<file path="config.mk">
export PLATFORM = sky130hd
export DESIGN_NAME = race_mac_sequencer
export DESIGN_NICKNAME = d
export VERILOG_FILES = /design/src/rtl/race_mac_sequencer.sv
export SDC_FILE = /design/constraint.sdc
export NUM_CORES = 1
export LEC_CHECK = 0
export CORE_MARGIN = 4
export CORE_UTILIZATION = 43
export CTS_CLUSTER_SIZE = 20
export DETAILED_ROUTE_END_ITERATION = 16
export HOLD_SLACK_MARGIN = 0.03
export PLACE_DENSITY_LB_ADDON = 0.15
export SLEW_MARGIN = 40
export SYNTH_ARGS = -nofsm -noshare
export SYNTH_HDL_FRONTEND = slang
export SYNTH_SLANG_ARGS = --single-unit
</file>
<file path="constraint.sdc">
create_clock -name clk -period 1.5 [get_ports clk]
set_input_delay 0.3 -clock clk [delete_from_list [all_inputs] [get_ports clk]]
set_output_delay 0.3 -clock clk [all_outputs]
set_load 0.1 [all_outputs]
</file>
<file path="src/rtl/race_mac_sequencer.sv">
// race_mac_sequencer: per-sample controller for the RACE complex filter MAC.
// Sequences SHIFT, TAPS filter MACs, ERR latch and optional TAPS coefficient
// updates on each rising edge of the sample strobe.
// Optional build macro RACE_SEQ_WARMUP_EN: suppresses valid_out until TAPS
// frames have passed the ERR step since reset.
module race_mac_sequencer #(
  parameter int TAPS = 8,
  parameter int AW   = 3
) (
  input  logic          clk,
  input  logic          rst,
  input  logic          strobe,
  input  logic          valid_in,
  input  logic          adapt,
  output logic          shift_en,
  output logic [AW-1:0] tap_addr,
  output logic          mac_clr,
  output logic          mac_en,
  output logic          err_latch,
  output logic          upd_en,
  output logic          valid_out,
  output logic          busy,
  output logic          overrun
);

  typedef enum logic [2:0] {
    IDLE  = 3'd0,
    SHIFT = 3'd1,
    FILT  = 3'd2,
    ERR   = 3'd3,
    UPD   = 3'd4
  } state_t;

  localparam logic [AW-1:0] LAST = AW'(TAPS - 1);

  state_t        state, state_nx;
  logic [AW-1:0] cnt, cnt_nx;
  logic          strobe_d;
  logic          strobe_rise;

  logic          shift_nx, mac_clr_nx, mac_en_nx, err_nx, upd_nx;
  logic          valid_nx, busy_nx, overrun_nx;
  logic [AW-1:0] tap_nx;
  logic          warm_ok;

`ifdef RACE_SEQ_WARMUP_EN
  localparam int FW = $clog2(TAPS + 1);
  localparam logic [FW-1:0] FMAX = FW'(TAPS);

  logic [FW-1:0] frames, frames_nx;

  // Saturating count of frames that reached ERR since reset
  always_comb begin
    frames_nx = frames;
    if (state == ERR && frames != FMAX)
      frames_nx = frames + 1'b1;
  end

  // Warm-up frame counter register
  always_ff @(posedge clk) begin
    if (rst) frames <= '0;
    else     frames <= frames_nx;
  end

  assign warm_ok = (frames_nx == FMAX);
`else
  assign warm_ok = 1'b1;
`endif

  assign strobe_rise = strobe & ~strobe_d;

  // Next state, tap counter and next values of the registered outputs
  always_comb begin
    state_nx   = state;
    cnt_nx     = cnt;
    valid_nx   = valid_out;
    overrun_nx = overrun | (strobe_rise & (state != IDLE));

    unique case (state)
      IDLE: begin
        if (strobe_rise) begin
          if (valid_in) state_nx = SHIFT;
          else          valid_nx = 1'b0;
        end
      end
      SHIFT: begin
        state_nx = FILT;
        cnt_nx   = '0;
      end
      FILT: begin
        if (cnt == LAST) begin
          state_nx = ERR;
          cnt_nx   = '0;
        end else begin
          cnt_nx = cnt + 1'b1;
        end
      end
      ERR: begin
        valid_nx = warm_ok;
        cnt_nx   = '0;
        state_nx = adapt ? UPD : IDLE;
      end
      UPD: begin
        if (cnt == LAST) begin
          state_nx = IDLE;
          cnt_nx   = '0;
        end else begin
          cnt_nx = cnt + 1'b1;
        end
      end
      default: begin
        state_nx = IDLE;
        cnt_nx   = '0;
      end
    endcase

    // Outputs are decoded from the upcoming state so that, once registered,
    // they line up with the state they belong to.
    shift_nx   = (state_nx == SHIFT);
    mac_en_nx  = (state_nx == FILT);
    mac_clr_nx = (state_nx == FILT) && (cnt_nx == '0);
    err_nx     = (state_nx == ERR);
    upd_nx     = (state_nx == UPD);
    busy_nx    = (state_nx != IDLE);
    tap_nx     = (state_nx == FILT || state_nx == UPD) ? cnt_nx : '0;
  end

  // State, counter, strobe history and output registers
  always_ff @(posedge clk) begin
    if (rst) begin
      state     <= IDLE;
      cnt       <= '0;
      strobe_d  <= 1'b0;
      shift_en  <= 1'b0;
      tap_addr  <= '0;
      mac_clr   <= 1'b0;
      mac_en    <= 1'b0;
      err_latch <= 1'b0;
      upd_en    <= 1'b0;
      valid_out <= 1'b0;
      busy      <= 1'b0;
      overrun   <= 1'b0;
    end else begin
      state     <= state_nx;
      cnt       <= cnt_nx;
      strobe_d  <= strobe;
      shift_en  <= shift_nx;
      tap_addr  <= tap_nx;
      mac_clr   <= mac_clr_nx;
      mac_en    <= mac_en_nx;
      err_latch <= err_nx;
      upd_en    <= upd_nx;
      valid_out <= valid_nx;
      busy      <= busy_nx;
      overrun   <= overrun_nx;
    end
  end

endmodule

</file>
==> impl_results.md, run 1 <==
* Status: finished clean
* R2R setup slack at approximately 0.047 ns
* Max-Cap Viols at 0
* Crit-path max cell delay at around 0.36 ns
* Fill count at 153
* Dpl hpwl at ~1300 um
* Synthesized area per cell at roughly 10 sq um
* Critical path endpoint category: flop
* Starting DRT DRC Count at 6
* First-pass GRT wire length at slightly above 3000 um
* Vias at 611
* # IOs at 16
* DRT Wirelength at around 1700 um
* Synth top area share at 0.465
* Chip height at slightly above 50 um
* Largest net degree at the start of global routing at 13
* Post-CTS Setup Bufs at 0
* GRT overflow at 0
* Area leader, netlist: dfxtp_1
* Max Fclk at between 0.6 and 0.7 GHz
* Vias in the first global route at about 650
* Proportion of layout cells with a drive suffix above 1 at 0.380
* Critical path arrival at 1.64 ns
* Synth area leaders: dfxtp_1 (46%), nor3_2 (5.2%), a21oi_1 (3.9%)
* Min Tclk post-route at about 1.5 ns
* Critical path type: flop to flop
* Slew headroom at 0.740
* Post-DR wirelength/cell at 13.4 um
* Syn Inst Count at between 70 and 80
* CP delay by family, top: compound AO/OA/AOI/OAI gates
* RSZ-0062 raised after global routing: false
* Reg2reg start: cnt[0]
* Antenna diode count at 0
* Core Region at 1730 sq um
* Fin crit share at 0.969
* Sequential share of the synthesized area at 0.465
* Total power at 0.998 mW
* Critical path, cell by cell: ha_2, ha_4, nand3b_1, a221o_1, o2111a_1
* Slowest CP cell: a221o_1
* Synth Register Bits at 18
* Clk sinks at 18
* Hold_sp: valid_out
* CTS root buffer: clkbuf_4
* Measured slew at the worst slew-check pin at between 0.3 and 0.4 ns
* Port Buf Inserts at 15
* Reg-to-Reg End: mac_clr
* Area growth syn-to-layout at 48.2%
* Util after Layout at 0.666
* Skew final at ~0.0063 ns
* Clock latency on the worst-skew pair at between 0.2 and 0.3 ns
* Maximum clock path buffer count at 2
* Peak fanout along the critical path at 5
* Initial antenna violation count at 0
* Worst Hold End: valid_out
* Antenna-violating nets left at 0
* CTS tree: done
* Initial core utilization at 0.449
* Multi-input logic area at slightly below 400 sq um
* Nets at 108
* Fin. Hold Viols at 0
* Hold/Removal Path Class: flop to flop
* # hold bufs at CTS at 0
* Die width at 50.5 um
* Hold path cells at 2
* Clk slew on worst S/H paths at between 0.1 and 0.15 ns
* Initial DRT Pass Iterations at 4
* Setup Total Neg Slack at 0 ns
* Reg area at approximately 360 sq um
* Gr usage total at 0.164
* Synth cell types at 34
* Data required time of the worst path at between 1.5 and 2 ns
* Row count at 15
* Syn Nets at 84
* Leakage Power at 0.435 nW
* Reg2Reg Depth at 5
* Final hold slack at about 0.52 ns
* Fin. max-slew vios at 0
* Final setup violation count at 0
* PwrDens at between 800 and 900 nW/um^2
* Cts bufs inserted at 3
* Synth Warn # at 0
* Maximum VDD drop at around 0.56 mV
* Die area at 2550 sq um
* Post-DR vias/cell at ~4.9
* Drc violations at 0
* Crit start category: flop
* Routability congestion estimate at 0.826
* H-Tree Depth at 1
* Synth Cell Area at roughly 780 sq um
* Worst Path Buf+Inv at 0
state kept, by name (all words and copies together) (netlist names):
| signal | cells |
|---|---|
| upd_en | 1 |
| mac_en | 1 |
| shift_en | 1 |
| tap_addr | 3 |
| mac_clr | 1 |
| strobe_d | 1 |
| cnt | 3 |
| state | 3 |
| busy | 1 |
| valid_out | 1 |
| err_latch | 1 |
| overrun | 1 |
repair_timing:
item                                    in CTS  in global routing
gates resized for setup                      4                  2
endpoints found under the setup margin       4                  4
pin swaps                                    1                  2
through the flow:
step	worst slack [ns]	std cells	cell area, sq um
floorplan	0.0429	77	776
global placement	-0.00743	121	1090
detailed placement	-0.0603	121	1090
CTS	0.0224	125	1150
global route	0.00480	125	1150
finish	0.0470	125	1150
layer usage:
metal | up-vias | track usage | share of wire
li1 | 310 | - | -
met1 | 286 | 0.197 | 0.41
met2 | 11 | 0.265 | 0.53
met3 | 4 | 0.0297 | 0.035
met4 | 0 | 0.108 | 0.025
met5 | - | 0 | 0
tightest hold or removal path, stage by stage, from the launching register on:
cell and delay [ns]:
dfxtp_1 0.35, o21ai_0 0.08, a21oi_1 0.06
cell families (layout without fill, tap and decap cells):
logic type | count (synthesis) | after routing | synth area share
xor gates and xnor gates | 2 | 2 | 0.0323
and+or+nand+nor | 32 | 32 | 0.256
muxes | 2 | 2 | 0.0258
adders and majority gates | 2 | 2 | 0.0323
DFF | 18 | 18 | 0.465
AOI/OAI and AO/OA | 15 | 15 | 0.135
buffers and inverters | 6 | 29 | 0.0532
placed cells by master, fill, tap and decap left out, drive strengths merged, types with 2 or more instances in the layout:
cell type,count
buf,19
dfxtp,18
nand3b,2
nand2,4
ha,2
clkdlybuf4s50,4
nor2b,4
a21oi,6
mux2i,2
inv,2
o21ai,2
clkbuf,4
nor3,5
nor2,9
worst max path at each step:
stage,cells past startpoint,slack (ns),endpoint,startpoint
floorplan,5,0.04,mac_clr,cnt[0]
global placement,5,-0.007,mac_clr,cnt[0]
detailed placement,5,-0.06,mac_clr,cnt[0]
CTS,5,0.02,mac_clr,cnt[0]
global route,5,0.005,mac_clr,cnt[0]
finish,5,0.05,mac_clr,cnt[0]
where the power goes:
group          internal [mW]  switching, mW
registers              0.493         0.0163
logic                 0.0796          0.109
clock network          0.148          0.153
synthesized netlist by cell type:
cell      instances
and2b_1           1
and2_1            1
inv_2             1
a32oi_1           1
o21a_1            1
ha_1              2
nand2_1           4
a22oi_1           1
inv_1             1
a21o_1            1
buf_6             2
nand3b_1          2
xor2_2            1
or2_4             1
nor2_1            7
nand2b_1          1
or3_1             1
xnor2_1           1
buf_4             1
clkbuf_1          1
and4bb_1          1
or2b_1            1
dfxtp_1          18
o2111a_1          1
a21oi_1           6
nor3_2            4
nor2b_1           4
o21ai_0           2
a31oi_2           1
nand3_1           1
nor2_2            2
a221o_1           1
nor3_1            1
mux2i_1           2
cell type report:
class | count | area share
Clock buffer | 4 | 0.0316
Inverter | 2 | 0.00653
Multi-Input combinational cell | 53 | 0.341
Tap cell | 25 | 0.0272
Timing Repair Buffer | 23 | 0.279
Sequential cell | 18 | 0.316
No activity file was read; power rests on OpenSTA's default activity.
==> run 2: changes to the inputs <==
--- a/config.mk
+++ b/config.mk
@@ -9,8 +9,10 @@
 export CORE_UTILIZATION = 43
 export CTS_CLUSTER_SIZE = 20
 export DETAILED_ROUTE_END_ITERATION = 16
+export GPL_TIMING_DRIVEN = 1
 export HOLD_SLACK_MARGIN = 0.03
 export PLACE_DENSITY_LB_ADDON = 0.15
+export SETUP_SLACK_MARGIN = 0.02
 export SLEW_MARGIN = 40
 export SYNTH_ARGS = -nofsm -noshare
 export SYNTH_HDL_FRONTEND = slang
==> run 2 against run 1 <==
  * Clock skew about the same
  * Sequential power about the same
  * Via count unchanged
  * Setup slack improved by 0.014 ns
  * Total power increased by 0.17%
  * Clock-buffer cell count unchanged
  * Non-clock buffer count unchanged
  * Critical path type unchanged
  * Critical endpoint unchanged
  * Largest cell class unchanged
==> impl_results.md, run 2 (synthesis results as in run 1) <==
* Status: finished clean
* Max Fclk at 0.695 GHz
* Chip height at just over 50 um
* Post-CTS Setup Bufs at 0
* # IOs at 16
* Setup Total Neg Slack at 0 ns
* Crit start category: flop
* Clock latency on the worst-skew pair at 0.29 ns
* R2R setup slack at between 0.06 and 0.07 ns
* Worst Path Buf+Inv at 0
* Nets at ~110
* Slew headroom at 0.740
* Leakage Power at 0.435 nW
* Antenna diode count at 0
* Crit path from: cnt[1]
* Crit-path max cell delay at around 0.36 ns
* Most common cell after layout, fill and taps aside: dfxtp_1
* Core Region at between 1500 and 2000 sq um
* Crit path top cell by count: ha_4
* Area growth syn-to-layout at 49.5%
* Drc violations at 0
* Slowest CP cell: a221o_1
* Final setup violation count at 0
* Crit path to: mac_clr
* CP delay by family, top: compound AO/OA/AOI/OAI gates
* Antenna-violating nets left at 0
* Multi-input logic area at 402 sq um
* Initial core utilization at 0.449
* Maximum clock path buffer count at 2
* Port Buf Inserts at 15
* DRT Wirelength at roughly 1700 um
* Initial DRT Pass Iterations at 4
* Placed Cells at around 120
* Proportion of layout cells with a drive suffix above 1 at 0.380
* Largest regs: cnt: 3 flops, state: 3 flops, tap_addr: 3 flops
* Fin. max-slew vios at 0
* Post-DR wirelength/cell at around 13 um
* Gr usage total at 0.164
* Hold/Removal Path Class: flop to flop
* Commonest cells after routing, fill and taps aside: dfxtp_1 (16), buf_12 (11), buf_4 (8)
* Critical path arrival at roughly 1.6 ns
* GRT overflow at 0
* PwrDens at approximately 860 nW/um^2
* Die width at 50.5 um
* Critical path endpoint category: flop
* Crit path depth at 5
* Cts bufs inserted at 3
* Peak fanout along the critical path at 5
* Die area at between 2000 and 3000 sq um
* Measured slew at the worst slew-check pin at around 0.39 ns
* CTS root buffer: clkbuf_4
* Total power at approximately 1.0 mW
* Critical path, cell by cell: ha_4, ha_4, nand3b_1, a221o_1, o2111a_1
* Clk slew on worst S/H paths at between 0.1 and 0.15 ns
* First-pass GRT wire length at roughly 3000 um
* RSZ-0062 raised after global routing: false
* Vias at about 610
* Fin crit share at 0.959
* Reg2Reg Depth at 5
* Clk sinks at 18
* CTS tree: done
* Initial antenna violation count at 0
* Critical path type: flop to flop
* Skew final at 0.00623 ns
* Reg2reg start: cnt[1]
* PnR worst setup slack at approximately 0.06 ns
* Min Tclk post-route at between 1 and 1.5 ns
* Reg area at roughly 360 sq um
* # hold bufs at CTS at 0
* Place WS at -0.0603 ns
* Data required time of the worst path at 1.69 ns
* H-Tree Depth at 1
* Row count at 15
* Fin. Hold Viols at 0
* Maximum VDD drop at 0.557 mV
* Vias in the first global route at about 650
* Starting DRT DRC Count at 6
* Fill count at roughly 150
* Post-Layout Cell Count at between 100 and 150
* Reg-to-Reg End: mac_clr
* Largest net degree at the start of global routing at 13
* Post-DR vias/cell at 4.89
* Routability congestion estimate at 0.826
* Max-Cap Viols at 0
* Dpl hpwl at about 1300 um
## run 2: metrics by stage
| step | utilization | hold WS (ns) | instance area, sq um |
|---|---|---|---|
| final | 0.672 | 0.519 | 1160 |
| after global routing | 0.672 | 0.558 | 1160 |
| after CTS | 0.664 | 0.526 | 1150 |
| after detailed placement | 0.633 | 0.510 | 1090 |
| after global placement | 0.633 | 0.501 | 1090 |
| after floorplan | - | 0.375 | 776 |
## run 2: final cells by class
cell class	count	share of cell area
Inverter	2	0.00647
Timing Repair Buffer	23	0.276
Clock buffer	4	0.0313
Multi-Input combinational cell	53	0.346
Tap cell	25	0.0270
Sequential cell	18	0.313
## run 2: where the power goes
group,switching [mW],internal (mW)
logic,0.109,0.0804
clock network,0.153,0.148
registers,0.0172,0.493
total,0.279,0.721
## run 2: layer usage
metal | routed length [um] | part of all wire | vias to the layer above | track usage
met4 | 41 | 0.024 | 0 | 0.108
met5 | 0 | 0 | - | 0
met1 | 696 | 0.41 | 286 | 0.197
li1 | - | - | 310 | -
met3 | 58 | 0.035 | 4 | 0.0297
met2 | 881 | 0.53 | 11 | 0.265
## run 2: worst min path at each step
| stage | from | end | depth (start not counted) |
|---|---|---|---|
| global placement | valid_out | valid_out | 2 |
| finish | valid_out | valid_out | 2 |
| CTS | valid_out | valid_out | 2 |
| detailed placement | valid_out | valid_out | 2 |
| global route | valid_out | valid_out | 2 |
| floorplan | rst | state[1] | 1 |
## run 2: timing repair
action | 4_1_cts | 5_1_grt
setup endpoints to repair | 7 | 6
resized for setup | 4 | 3
pin swaps | 1 | 2
endpoints found under the hold margin | 0 | 0
## run 2: worst reg2reg max path: cells and delay by family (launching register included)
family,cells,cell delay [ns]
and+or+nand+nor,1,0.16
adders and majority gates,2,0.34
AOI/OAI and AO/OA,2,0.49
DFF,1,0.35
